File: src/rtl/periph_access_ctrl.sv
// Single-master APB-style access sequencer: IDLE -> SETUP -> ACCESS -> RESP per request.
// Define PERIPH_TIMEOUT_EN to bound the ACCESS wait at TIMEOUT_CYCLES with a fault response.
module periph_access_ctrl #(
    parameter int PA_BITS        = 34,
    parameter int XLEN           = 64,
    parameter int NPERIPH        = 8,
    parameter int TIMEOUT_CYCLES = 255
) (
    input  logic                    clk,
    input  logic                    reset,
    input  logic                    ReqValid,
    output logic                    ReqReady,
    input  logic [PA_BITS-1:0]      ReqAdr,
    input  logic                    ReqWrite,
    input  logic [XLEN-1:0]         ReqWData,
    input  logic [1:0]              ReqSize,
    input  logic [NPERIPH-1:0]      SelVec,
    output logic [NPERIPH-1:0]      PSel,
    output logic                    PEnable,
    output logic [PA_BITS-1:0]      PAdr,
    output logic                    PWrite,
    output logic [XLEN-1:0]         PWData,
    output logic [1:0]              PSize,
    input  logic [NPERIPH-1:0]      PReadyVec,
    input  logic [NPERIPH*XLEN-1:0] PRDataVec,
    output logic                    RspValid,
    input  logic                    RspReady,
    output logic [XLEN-1:0]         RspData,
    output logic                    RspFault
);

    typedef enum logic [1:0] {IDLE, SETUP, ACCESS, RESP} state_t;

    state_t              state;
    logic [NPERIPH-1:0]  sel_p0;
    logic                ready_sel;
    logic [XLEN-1:0]     rdata_sel;

`ifdef PERIPH_TIMEOUT_EN
    localparam logic [15:0] TMO_LIM = 16'(TIMEOUT_CYCLES);
    logic [15:0] tmo_cnt;
`endif

    function automatic logic is_onehot(input logic [NPERIPH-1:0] v);
        return (v != '0) && ((v & (v - NPERIPH'(1))) == '0);
    endfunction

    assign ReqReady = (state == IDLE);

    // Captured select is one-hot here, so an AND-OR mux picks the single slice.
    always_comb begin
        ready_sel = |(PReadyVec & sel_p0);
        rdata_sel = '0;
        for (int i = 0; i < NPERIPH; i++) begin
            if (sel_p0[i]) rdata_sel = rdata_sel | PRDataVec[i*XLEN +: XLEN];
        end
    end

    always_ff @(posedge clk or posedge reset) begin
        if (reset) begin
            state    <= IDLE;
            sel_p0   <= '0;
            PSel     <= '0;
            PEnable  <= 1'b0;
            PAdr     <= '0;
            PWrite   <= 1'b0;
            PWData   <= '0;
            PSize    <= '0;
            RspValid <= 1'b0;
            RspFault <= 1'b0;
            RspData  <= '0;
`ifdef PERIPH_TIMEOUT_EN
            tmo_cnt  <= '0;
`endif
        end else begin
            case (state)
                IDLE: begin
                    if (ReqValid) begin
                        PAdr   <= ReqAdr;
                        PWrite <= ReqWrite;
                        PWData <= ReqWData;
                        PSize  <= ReqSize;
                        sel_p0 <= SelVec;
                        if (is_onehot(SelVec)) begin
                            PSel  <= SelVec;
                            state <= SETUP;
                        end else begin
                            // Decode fault: respond without touching the bus.
                            RspValid <= 1'b1;
                            RspFault <= 1'b1;
                            RspData  <= '0;
                            state    <= RESP;
                        end
                    end
                end
                SETUP: begin
                    PEnable <= 1'b1;
`ifdef PERIPH_TIMEOUT_EN
                    tmo_cnt <= 16'd1;
`endif
                    state   <= ACCESS;
                end
                ACCESS: begin
                    if (ready_sel) begin
                        PSel     <= '0;
                        PEnable  <= 1'b0;
                        RspValid <= 1'b1;
                        RspFault <= 1'b0;
                        RspData  <= PWrite ? '0 : rdata_sel;
                        state    <= RESP;
                    end
`ifdef PERIPH_TIMEOUT_EN
                    else if (tmo_cnt >= TMO_LIM) begin
                        PSel     <= '0;
                        PEnable  <= 1'b0;
                        RspValid <= 1'b1;
                        RspFault <= 1'b1;
                        RspData  <= '0;
                        state    <= RESP;
                    end else begin
                        tmo_cnt <= tmo_cnt + 16'd1;
                    end
`endif
                end
                RESP: begin
                    if (RspReady) begin
                        RspValid <= 1'b0;
                        RspFault <= 1'b0;
                        RspData  <= '0;
                        state    <= IDLE;
                    end
                end
                default: state <= IDLE;
            endcase
        end
    end

endmodule

File: config.mk
export PLATFORM = sky130hd
export DESIGN_NAME = periph_access_ctrl
export DESIGN_NICKNAME = d
export VERILOG_FILES = /design/src/rtl/periph_access_ctrl.sv
export SDC_FILE = /design/constraint.sdc
export NUM_CORES = 1
export LEC_CHECK = 0
export CAP_MARGIN = 20
export CORE_AREA = 2 2 317 319
export DETAILED_ROUTE_END_ITERATION = 8
export DIE_AREA = 0 0 319 321
export DONT_BUFFER_PORTS = 1
export GPL_TIMING_DRIVEN = 0
export HOLD_SLACK_MARGIN = 0.08
export PLACE_DENSITY = 0.3
export SYNTH_ARGS = -nofsm -noshare
export SYNTH_HDL_FRONTEND = slang
export SYNTH_SLANG_ARGS = --single-unit
File: constraint.sdc
create_clock -name clk -period 11.7 [get_ports clk]
set_input_delay 0.585 -clock clk [delete_from_list [all_inputs] [get_ports clk]]
set_output_delay 0.585 -clock clk [all_outputs]
set_load 0.005 [all_outputs]
==> results.md <==
* Slew margin rel. at 16.6%
* I/O Pins at 810
* Synth area leader: dfrtp_1
* Switch Pwr at 2.37 mW
* Sequential-to-total area share from yosys stat at 46.0%
* Leak pwr at 4.87 nW
* Detailed Routing Iterations Pass 1 at 6
* CP required at 12.14 ns
* Synth top area cells: dfrtp_1, a22oi_1, mux2_2
* Synth warn at 0
* Combinational share of power at 58.3%
* Worst Setup Start Kind: register
* DR DRC count at 0
* Min cycle time layout at 3.34 ns
* Vias in the first global route at 9499
* Critical Path End Type: register
* Num CTS Buffers at 17
* Die width at 319 um
* Fin crit share at 28.5%
* CP cell instances: clkbuf_1 -> buf_2 -> a22oi_1 -> a41oi_1 -> mux2_4
* Via count at 9639
* Final Hold Slack at 0.216 ns
* Antenna-violating nets left at 0
* Critical path class: reg2reg
* Most numerous cell in the Yosys netlist: a22oi_1
* Total global routing track utilization at 20.0%
* Int Pwr at 2.20 mW
* Largest net degree at the start of global routing at 100
* Final Power at 4.56 mW
* Final-report hold violation count at 0
* Vias/cell at 4.35
* Post-route cell area at 12900 um2
* Fmax at 299 MHz
* Cell Area, Synth at 10100 um2
* WL/cell at 47.6 um
* Gates resized, CTS repair at 0
* CTS Root Cell: clkbuf_16
* Slowest cell on the critical path: buf_2
* Nets at 1510
* Hold_sp: ReqAdr[14]
* Clk slew on worst S/H paths at 0.09 ns
* Clk buf depth at 2
* DP HPWL at 88.5 mm
* DR top layer: met5
* Clock share of power at 14.6%
* DR WL met3 at 13.8 mm
* Post-synth top area share at 46.0%
* Synth Area per Inst at 12.2 um2
* Num rows at 116
* Area grow syn2layout at 27.9%
* Worst-margin pin slew at 1.25 ns
* Syn Inst Count at 828
* Largest stage delay, worst path at 0.83 ns
* Clock Sinks at 186
* Clk Latency, worst-skew pair at 0.53 ns
* Initial DRC Count at 888
* Share of post-route cells with drive strength above 1 at 31.2%
* Worst reg2reg path startpoint: sel_p0[0]
* Max Cap Viol at 0
* GP Congestion at 0.929
* EDFF count, synth at 0
* Die H at 321 um
* Setup Skew at 0.0388 ns
* Final WL at 106 mm
* Pwr Density at 352 nW/um2
* Sequential share of power at 27.0%
* Htree depth at 4
* Effective utilization at floorplan at 10.2%
* Die ar. at 102000 um2
* GRT Residual Overflow at 0
* RSZ-0062 raised after global routing: no
* Final setup viols at 0
* Switching Share at 51.9%
* First-pass GRT wire length at 127 mm
* Status: complete, no violations
* Synthesized net count at 1465
* Synth unique cells at 30
* Worst-path maximum fanout at 10
* Critical Path Start: sel_p0[0]
* Core area at 99300 um2
* M1 wire length at 37.0 mm
* Antenna violations before repair at 77
* VDD IR max at 0.102 mV
* Port bufs at 0
* Finished Core Util at 13.0%
* Post-synth ARST share at 100%
* Synth Register Bits at 186
* Slew Limit Fails at 0
* CTS tree: yes
* Min-delay worst type: in2reg
* Met2 routed WL at 50.4 mm
* TNS Setup at 0 ns
* Critical Path AT at 3.78 ns
* List of most frequent post-synthesis cells: a22oi_1, dfrtp_1, mux2_2
* DP Area at 12300 um2
* Most used DFF post-synth: dfrtp_1
==> logic make-up after synthesis <==
group           Yosys count  share of synthesized area (%)
compound gates          334                           25.6
fa+ha+maj                 4                          0.495
buf+inv                  90                           4.19
flops                   186                           46.0
mux                     183                           21.8
simple gates             31                           1.85
==> placed cells by master (no fill, tap or decap), types with 2 or more instances in the layout <==
cell       synthesis  layout
a22oi_1          258     258
dfrtp_1          186     186
mux2_2           143     143
a41oi_1           64      64
clkbuf_1          55      42
mux2_4            40      40
diode_2            0      32
buf_8              1      17
clkbuf_16          0      17
clkbuf_2           0      14
buf_2              2      11
buf_1             20      11
nor2b_1            9       9
buf_16             0       8
nand2_1            7       7
inv_6              0       6
inv_1              6       5
nor2_1             5       5
o21ai_0            4       4
nand4b_1           4       4
buf_12             4       4
ha_1               4       4
inv_8              0       3
clkinv_8           0       3
buf_4              2       2
nand4_1            2       2
a211oi_1           2       2
==> per-stage QoR <==
stage | setup slack (ns) | cells
detailed placement | 8.31 | 2151
global route | 8.18 | 2193
CTS | 8.27 | 2184
floorplan | 6.06 | 828
finish | 8.36 | 2216
global placement | 2.90 | 2126
==> flip-flops by register name, summed over array words and instances, names as in the netlist <==
name,cells
PWData,64
RspData,64
PAdr,34
PSel,8
sel_p0,8
PSize,2
state,2
PEnable,1
PWrite,1
RspFault,1
RspValid,1
==> path summary, 6_finish.rpt <==
check                         endpoint  slack, ns  cells after the start
max                        RspData[45]       8.36                      5
max in group asynchronous   RspData[4]       9.95                      3
max reg2reg                RspData[45]       8.36                      5
min in group asynchronous  RspData[34]       0.73                      2
min                           PAdr[14]       0.22                      1
min reg2reg                 PWData[29]       0.54                      1
==> area by class of cell <==
type,instances,area (um2)
clock inverters,14,175
multi-input cells,552,5040
well taps,1298,1620
fillers,11300,86300
diodes,32,80.1
flip-flops and latches,186,4650
clock buffers,18,429
plain buffers,84,430
inverters,6,30.0
repair buffers,26,482
==> critical path, delay by kind of cell, from the launching register on <==
| kind | cells | cell delay, ns |
|---|---|---|
| flip-flops | 1 | 0.53 |
| AO/OA/AOI/OAI | 2 | 0.87 |
| buffers and inverters | 2 | 1.65 |
| multiplexers | 1 | 0.21 |
==> power by group through the flow <==
stage / logic [mW] / registers [mW] / clock network (mW)
after global placement: 2.51 / 1.26 / 0
final: 2.66 / 1.23 / 0.668
after floorplan: 1.31 / 1.10 / 0
after CTS: 2.71 / 1.24 / 0.701
after detailed placement: 2.71 / 1.25 / 0
after global routing: 2.76 / 1.27 / 0.713
==> timing repair <==
item                                   CTS  global route
setup endpoints to repair                0             0
setup buffers                            0             0
hold buffers                             1             0
endpoints found under the hold margin   76             0
==> per-layer routing <==
| metal | vias up | track usage (%) |
|---|---|---|
| li1 | 3492 | - |
| met1 | 4947 | 20.5 |
| met2 | 915 | 33.2 |
| met3 | 211 | 12.1 |
| met4 | 74 | 7.53 |
| met5 | - | 0 |
(Power assumes the default switching activity.)
